File: config.mk
export PLATFORM = sky130hd
export DESIGN_NAME = trsq8_fetch
export DESIGN_NICKNAME = d
export VERILOG_FILES = /design/src/rtl/trsq8_pkg.sv /design/src/rtl/trsq8_fetch.sv
export SDC_FILE = /design/constraint.sdc
export NUM_CORES = 1
export LEC_CHECK = 0
export ABC_CLOCK_PERIOD_IN_PS = 5700
export CORE_UTILIZATION = 48
export DETAILED_ROUTE_END_ITERATION = 7
export GPL_TIMING_DRIVEN = 0
export HOLD_SLACK_MARGIN = 0.15
export PLACE_DENSITY = 0.85
export SLEW_MARGIN = 20
export SYNTH_ARGS = -nofsm -noshare
export SYNTH_HDL_FRONTEND = slang
export SYNTH_SLANG_ARGS = --single-unit
File: constraint.sdc
create_clock -name CLK_ip -period 5.7 [get_ports CLK_ip]
set_clock_uncertainty 0.05 [all_clocks]
set_input_delay 0.57 -clock CLK_ip [delete_from_list [all_inputs] [get_ports CLK_ip]]
set_output_delay 0.57 -clock CLK_ip [all_outputs]
set_load 0.01 [all_outputs]
File: src/rtl/trsq8_pkg.sv
// Shared TRSQ8 core definitions: datapath widths, the NOP encoding and the
// fetch-stage state type.
package trsq8_pkg;

   localparam int unsigned TRSQ8_ADDR_W  = 13;
   localparam int unsigned TRSQ8_INSTR_W = 15;
   localparam logic [TRSQ8_INSTR_W-1:0] TRSQ8_NOP = '0;

   typedef enum logic [1:0] {
      FETCH_BOOT = 2'd0,
      FETCH_RUN  = 2'd1,
      FETCH_HALT = 2'd2
   } fetch_state_e;

endpackage

File: src/rtl/trsq8_fetch.sv
// TRSQ8 instruction-fetch stage: owns the PC, addresses the program ROM,
// captures the ROM word into the IR and offers it to decode with valid/ready.
// Execute can redirect the PC (flushing the IR) or request a halt, during
// which the IR drains and the PC is frozen.
module trsq8_fetch
   import trsq8_pkg::*;
#(
   parameter int unsigned         ADDR_W    = TRSQ8_ADDR_W,
   parameter int unsigned         INSTR_W   = TRSQ8_INSTR_W,
   parameter logic [ADDR_W-1:0]   RESET_VEC = '0
) (
   input  logic               CLK_ip,
   input  logic               RST_N_ip,
   output logic [ADDR_W-1:0]  ROM_ADDR_op,
   input  logic [INSTR_W-1:0] ROM_DATA_ip,
   output logic [INSTR_W-1:0] IR_op,
   output logic [ADDR_W-1:0]  IR_PC_op,
   output logic               IR_VALID_op,
   input  logic               IR_READY_ip,
   input  logic               BR_TAKEN_ip,
   input  logic [ADDR_W-1:0]  BR_ADDR_ip,
   input  logic               HALT_ip,
   output logic               HALTED_op
);

   fetch_state_e       r_state;
   logic [ADDR_W-1:0]  r_pc;
   logic [INSTR_W-1:0] r_ir;
   logic [ADDR_W-1:0]  r_ir_pc;
   logic               r_ir_valid;
   logic               w_load;

   // IR slot is free or being consumed this cycle
   assign w_load = !r_ir_valid || IR_READY_ip;

   // PC, IR and fetch FSM; redirect outranks halt, halt outranks capture
   always_ff @(posedge CLK_ip or negedge RST_N_ip) begin
      if (!RST_N_ip) begin
         r_state    <= FETCH_BOOT;
         r_pc       <= RESET_VEC;
         r_ir       <= INSTR_W'(TRSQ8_NOP);
         r_ir_pc    <= '0;
         r_ir_valid <= 1'b0;
      end else begin
         case (r_state)
            FETCH_BOOT: begin
               r_state <= HALT_ip ? FETCH_HALT : FETCH_RUN;
            end
            FETCH_RUN: begin
               if (BR_TAKEN_ip) begin
                  r_pc       <= BR_ADDR_ip;
                  r_ir_valid <= 1'b0;
                  if (HALT_ip) r_state <= FETCH_HALT;
               end else if (HALT_ip) begin
                  // stop capturing; let decode drain whatever the IR holds
                  if (IR_READY_ip) r_ir_valid <= 1'b0;
                  r_state <= FETCH_HALT;
               end else if (w_load) begin
                  r_ir       <= ROM_DATA_ip;
                  r_ir_pc    <= r_pc;
                  r_ir_valid <= 1'b1;
                  r_pc       <= r_pc + ADDR_W'(1);
               end
            end
            FETCH_HALT: begin
               if (BR_TAKEN_ip) begin
                  r_pc       <= BR_ADDR_ip;
                  r_ir_valid <= 1'b0;
               end else if (IR_READY_ip) begin
                  r_ir_valid <= 1'b0;
               end
               if (!HALT_ip) r_state <= FETCH_RUN;
            end
            default: r_state <= FETCH_BOOT;
         endcase
      end
   end

   assign ROM_ADDR_op = r_pc;
   assign IR_op       = r_ir;
   assign IR_PC_op    = r_ir_pc;
   assign IR_VALID_op = r_ir_valid;
   assign HALTED_op   = (r_state == FETCH_HALT) && !r_ir_valid;

endmodule

==> out/metrics.cfg, run 1 <==
[floorplanning]
start_util_pct = 51.6
num_rows = 23
dieArea_mm2 = 0.00473
fp.dieH_um = 68.8
ios = 76
die_w_um = 68.8
core_area_mm2 = 0.00414

[cts]
cts_root_buffer = clkbuf_8
clk-insertion-delay-late_ns = 0.30
clock_sink_count = 44
h-tree-depth = 2
cts_setup_buffers = 0
clockBufferDepth = 2
cts_hold_buffers = 0
cts_tree = yes
cts_made_buffers = 5
clk_pin_slew_ns = 0.09
post_cts_resized = 0

[final_layout]
drive_above_1_share_pct = 18.2
nets = 311
antenna_cells = 0
fin_util_pct = 74.4
areaGrowthSynthToFinish_pct = 44.1

[worst_setup_path]
cp_cell_sequence = inv_1 -> ha_1 -> buf_6 -> nor2b_1 -> clkdlybuf4s50_1
timing.rr.end = ROM_ADDR_op[11]$_DFFE_PN0P_
worst_path_max_delay_cell = clkdlybuf4s50_1
timing.rr.start = r_state[0]$_DFFE_PN0P_
crit_path_end_kind = output pin
crit_end = HALTED_op
cp_data_arrival_time_ns = 1.83
ff2ff_path_depth = 7
max_stage_delay_ns = 0.53
cp_max_fo = 9
r2r_slack_ns = 3.53
crit_path_start_kind = flop
crit_type = reg2out
crit_required_ns = 5.08
crit_path_start = r_state[0]$_DFFE_PN0P_

[synthesis]
ys_ff_latch = 44
ys.flop_type = dfrtp_1
syn_inst = 191
ys_seq_area_share_pct = 51.5
ys.warnings.count = 0
avgSynthCellArea_um2 = 11.2
async_reset_ff_share_pct = 100
synth-edff-count = 0
ys_types = 40
syn_area_mm2 = 0.00214
syn-num-nets = 228

[route]
avgViaCountPerCell = 5.63
drc = 0
vias = 1831
finalWirelength_um = 5000
antenna_left = 0
drt_iter0_drc = 99
wl_per_cell_um = 15.4
dr.pass1.iters = 4

[sta]
hold_viol = 0
relSlewSlack_pct = 54.9
fin_setup_tns_ns = 0
fmax_ghz = 0.408
grt_setup_unrepaired = false
slew_viol_final = 0
tightest_slew_ns = 0.674
whs_ns = 0.208
finalCritPeriodShare_pct = 43.0
setup_violations = 0
finalCriticalPeriod_ns = 2.45

[global_routing]
grt_pass1_wl_um = 7560
met2_usage_pct = 36.8
grt_pass1_vias = 1690
busiest_layer = met2
met3_usage_pct = 6.41
globalRouteMet1Util_pct = 26.6
grt.overflow.total = 0
antenna_found_initial = 0
grt_util_all_layers_pct = 22.4
grt_max_degree = 24

[placed_design]
numPortBuffers = 75
hpwl_um = 3510
gp_congestion = 0.820

[run_status]
status = finished, final reports clean

[flow_run]
maxCapViolations = 0

[power]
total_power_uw = 1700
power.leakage_uw = 0.00132
peakVddDrop_v = 0.000327
p_per_area_mw_per_mm2 = 550

[min_path]
worst_hold_path_type = in2async

synthesized netlist by cell type (2+ instances only):
master | n | area [µm²]
dfrtp_1 | 44 | 1100
mux2_2 | 26 | 293
o21ai_0 | 13 | 65.1
nand2_1 | 10 | 37.5
nor2_1 | 10 | 37.5
a21oi_1 | 9 | 45.0
a2bb2oi_1 | 6 | 52.6
buf_2 | 6 | 30.0
inv_1 | 6 | 22.5
nor3_1 | 6 | 30.0
nand3_1 | 5 | 25.0
a211oi_1 | 4 | 30.0
ha_1 | 4 | 50.1
o22ai_1 | 4 | 25.0
o31ai_1 | 4 | 30.0
a31oi_1 | 3 | 18.8
a211o_1 | 2 | 17.5
and4_1 | 2 | 17.5
clkbuf_1 | 2 | 7.51
mux2i_1 | 2 | 20.0
nand2b_1 | 2 | 12.5
nor4_1 | 2 | 12.5
or2_2 | 2 | 12.5
layer usage:
metal / part of all wire, % / vias up / routed length, µm
met5: 0 / - / 0
met3: 9.8 / 6 / 489
met4: 1.0 / 0 / 50
li1: - / 875 / -
met1: 42 / 879 / 2110
met2: 47 / 71 / 2350
report_power, final:
| part | switching, µW | total, µW | internal [µW] |
|---|---|---|---|
| Combinational | 371 | 866 | 495 |
| Sequential | 129 | 596 | 468 |
| Clock | 105 | 235 | 130 |
worst min path at each step:
stage,slack (ns),depth (start not counted),from,to
after floorplan,0.22,0,RST_N_ip,IR_PC_op[0]$_DFFE_PN0P_
after global placement,0.41,2,IR_PC_op[11]$_DFFE_PN0P_,IR_PC_op[11]$_DFFE_PN0P_
after detailed placement,0.42,2,IR_PC_op[10]$_DFFE_PN0P_,IR_PC_op[10]$_DFFE_PN0P_
after CTS,0.21,1,RST_N_ip,IR_VALID_op$_DFFE_PN0P_
after global routing,0.23,1,RST_N_ip,IR_VALID_op$_DFFE_PN0P_
final,0.21,1,RST_N_ip,IR_VALID_op$_DFFE_PN0P_
metrics by stage:
step,worst slack [ns],area (µm²),instances
2_1_floorplan,3.82,2140,191
4_1_cts,3.24,3080,325
6_report,3.25,3080,325
5_1_grt,3.10,3080,325
3_5_place_dp,3.28,2980,317
3_3_place_gp,2.83,2950,316
cell families (layout without fill, tap and decap cells):
logic type / after synthesis / count (layout) / synth area share [%]
multiplexers: 28 / 28 / 14.6
flip-flops: 44 / 44 / 51.5
AO/OA/AOI/OAI: 51 / 51 / 15.8
adder cells (fa/ha/maj): 4 / 4 / 2.34
buffers and inverters: 17 / 101 / 4.09
AND/OR/NAND/NOR: 47 / 47 / 11.6
layout make-up:
| cell class | instances | area [µm²] |
|---|---|---|
| Tap cell | 50 | 62.6 |
| Fill cell | 314 | 1060 |
| Multi-Input combinational cell | 130 | 951 |
| Clock buffer | 6 | 72.6 |
| Sequential cell | 44 | 1100 |
| Inverter | 6 | 22.5 |
| Buffer | 11 | 65.1 |
| Clock inverter | 2 | 35.0 |
| Timing Repair Buffer | 76 | 773 |
flip-flops by register name, summed over array words and instances (netlist names):
signal and count:
IR_VALID_op 1, IR_PC_op 13, ROM_ADDR_op 13, r_state 2, IR_op 15
placed cells by master (no fill, tap or decap), types with 2 or more instances in the layout:
cell type         n
mux2_2           26
a211o_1           2
clkdlybuf4s50_1  74
nor2_1           10
a31oi_1           3
clkbuf_1          3
buf_2             7
a211oi_1          4
dfrtp_1          44
o22ai_1           4
clkbuf_8          5
a21oi_1           9
inv_1             6
nand3_1           5
nor3_1            6
and4_1            2
or2_2             2
mux2i_1           2
o31ai_1           4
o21ai_0          13
a2bb2oi_1         6
nand2b_1          2
nand2_1          10
ha_1              4
nor4_1            2
worst max-delay path, delay by kind of cell, from the launching register on:
| kind | cells | cell delay (ns) |
|---|---|---|
| adder cells (fa/ha/maj) | 1 | 0.16 |
| buffers and inverters | 3 | 0.78 |
| flip-flops | 1 | 0.46 |
| AND/OR/NAND/NOR | 1 | 0.13 |
No activity file was read; power rests on OpenSTA's default activity.
==> run 2: changes to the inputs <==
Settings changed: ABC_CLOCK_PERIOD_IN_PS 5700 to 2000, CORE_UTILIZATION 48 to 40, PLACE_DENSITY 0.85 to 0.75.
Clock period 5.7 ns to 2 ns, I/O delays scaled along.
==> run 2 against run 1 <==
  * Largest power group unchanged
  * Critical path type is now reg2reg
  * Combinational power grew to 2.9 times the previous value
  * Final cell count grew 6.5%
  * Die area up 19%
  * Clock power rose by 150%
  * Critical path depth up 3
  * Sequential share of layout area is 0.46 points lower
  * Sequential power increased to 2.9 times the previous value
  * Global-route usage decreased by 2.8 points
  * Hold slack improved by 0.11 ns
==> out/metrics.cfg, run 2 (synthesized netlist as in run 1, its figures left out) <==
[run_status]
status = finished, final reports clean

[placed_design]
numPortBuffers = 75
gp_congestion = 0.839
hpwl_um = 3720
place_area_mm2 = 0.00299

[route]
vias = 1831
drc = 0
wl_per_cell_um = 15.0
antenna_left = 0
avgViaCountPerCell = 5.29
drt_iter0_drc = 77
finalWirelength_um = 5210
dr.pass1.iters = 6

[final_layout]
nets = 312
finish.instance_area_mm2 = 0.00313
areaGrowthSynthToFinish_pct = 46.1
drive_above_1_share_pct = 20.7
final_common_cell = clkdlybuf4s50_1
largest_reg_flops = 15
nFillCells = 488
final_cell_mix = 73 x clkdlybuf4s50_1, 43 x dfrtp_1, 26 x mux2_2, 12 x o21ai_0, 10 x nand2_1
antenna_cells = 0

[cts]
clk-insertion-delay-late_ns = 0.30
clk_pin_slew_ns = 0.08
h-tree-depth = 2
clockBufferDepth = 2
cts_root_buffer = clkbuf_8
cts_tree = yes
cts_made_buffers = 5
clock_sink_count = 44

[global_routing]
grt_pass1_wl_um = 8270
met3_usage_pct = 6.02
globalRouteMet1Util_pct = 23.9
grt_max_degree = 27
grt.overflow.total = 0
grt_util_all_layers_pct = 19.6
busiest_layer = met2
grt_pass1_vias = 1833
antenna_found_initial = 0
met2_usage_pct = 33.7

[sta]
tightest_slew_ns = 0.450
relSlewSlack_pct = 70.0
finalCritPeriodShare_pct = 94.2
slew_viol_final = 0
setup_violations = 0
hold_viol = 0
fmax_ghz = 0.531
finalCriticalPeriod_ns = 1.88

[power]
peakVddDrop_v = 0.000686
p_per_area_mw_per_mm2 = 1540
total_power_uw = 4810
power.leakage_uw = 0.00131

[worst_setup_path]
max_stage_delay_ns = 0.44
crit_required_ns = 2.12
crit_path_start_kind = flop
ff2ff_path_depth = 8
cp_max_fo = 10
timing.rr.start = r_state[0]$_DFFE_PN0P_
crit_path_end_kind = flop
r2r_slack_ns = 0.12
cp_num_buf_inv = 3
timing.rr.end = ROM_ADDR_op[3]$_DFFE_PN0P_
crit_type = reg2reg
cp_cell_sequence = inv_1 -> ha_1 -> buf_6 -> nor2_2 -> a21oi_2 -> clkbuf_4 -> nor3_1 -> a2bb2oi_1
worst_path_max_delay_cell = dfrtp_2
critPathTopFamily = buffers and inverters
cp_data_arrival_time_ns = 2.00

[floorplanning]
fp.dieH_um = 75.1
die_w_um = 75.1
dieArea_mm2 = 0.00565
core_area_mm2 = 0.00514
start_util_pct = 41.6
num_rows = 26
ios = 76

[flow_run]
maxCapViolations = 0

[min_path]
worst_hold_path_type = in2async

## run 2: area by class of cell
class	instances	area [µm²]	area share, %
tap	70	87.6	2.80
sequential	44	1100	35.3
timing repair buffer	78	782	25.0
clock buffer	7	86.3	2.76
clock inverter	1	7.51	0.240
buffer	10	71.3	2.28
inverter	6	22.5	0.720
multi-input combinational	130	967	30.9
## run 2: worst max path at each step
stage | cells past startpoint | from | end | slack, ns
after floorplan | 9 | r_state[0]$_DFFE_PN0P_ | ROM_ADDR_op[7]$_DFFE_PN0P_ | 0.12
after global placement | 1 | RST_N_ip | IR_op[13]$_DFFE_PN0P_ | -0.53
after detailed placement | 7 | r_state[0]$_DFFE_PN0P_ | ROM_ADDR_op[3]$_DFFE_PN0P_ | -0.09
after CTS | 7 | r_state[0]$_DFFE_PN0P_ | ROM_ADDR_op[11]$_DFFE_PN0P_ | 0.006
after global routing | 8 | r_state[0]$_DFFE_PN0P_ | ROM_ADDR_op[9]$_DFFE_PN0P_ | -0.003
final | 8 | r_state[0]$_DFFE_PN0P_ | ROM_ADDR_op[3]$_DFFE_PN0P_ | 0.12
## run 2: where the power goes
group	internal (µW)	switching, µW
Clock	281	303
Sequential	1330	366
Combinational	1440	1090
## run 2: timing repair
| item | 4_1_cts | 5_1_grt |
|---|---|---|
| resized for setup | 5 | 10 |
| endpoints found under the hold margin | 18 | 0 |
| setup endpoints to repair | 14 | 13 |
| buffers inserted | 0 | 1 |
| hold buffers | 1 | 0 |
## run 2: routing by layer
| layer | vias up | part of all wire, % |
|---|---|---|
| li1 | 870 | - |
| met1 | 880 | 43 |
| met2 | 79 | 48 |
| met3 | 2 | 8.6 |
| met4 | 0 | 0.23 |
| met5 | - | 0 |
## run 2: metrics by stage
stage | worst slack, ns | TNS (ns) | std cells | utilization (%) | hold slack (ns)
after floorplan | 0.118 | 0 | 191 | - | -0.146
after global placement | -0.535 | -24.10 | 336 | 57.9 | 0.413
after detailed placement | -0.0947 | -0.617 | 337 | 58.2 | 0.122
after CTS | 0.00562 | 0 | 346 | 60.4 | 0.324
after global routing | -0.00323 | -0.00323 | 346 | 60.8 | 0.349
final | 0.117 | 0 | 346 | 60.8 | 0.315
## run 2: worst reg2reg max path, stage by stage (launching register included)
cell and delay (ns):
dfrtp_2 0.44, inv_1 0.09, ha_1 0.16, buf_6 0.15
nor2_2 0.06, a21oi_2 0.31, clkbuf_4 0.29, nor3_1 0.07
a2bb2oi_1 0.14
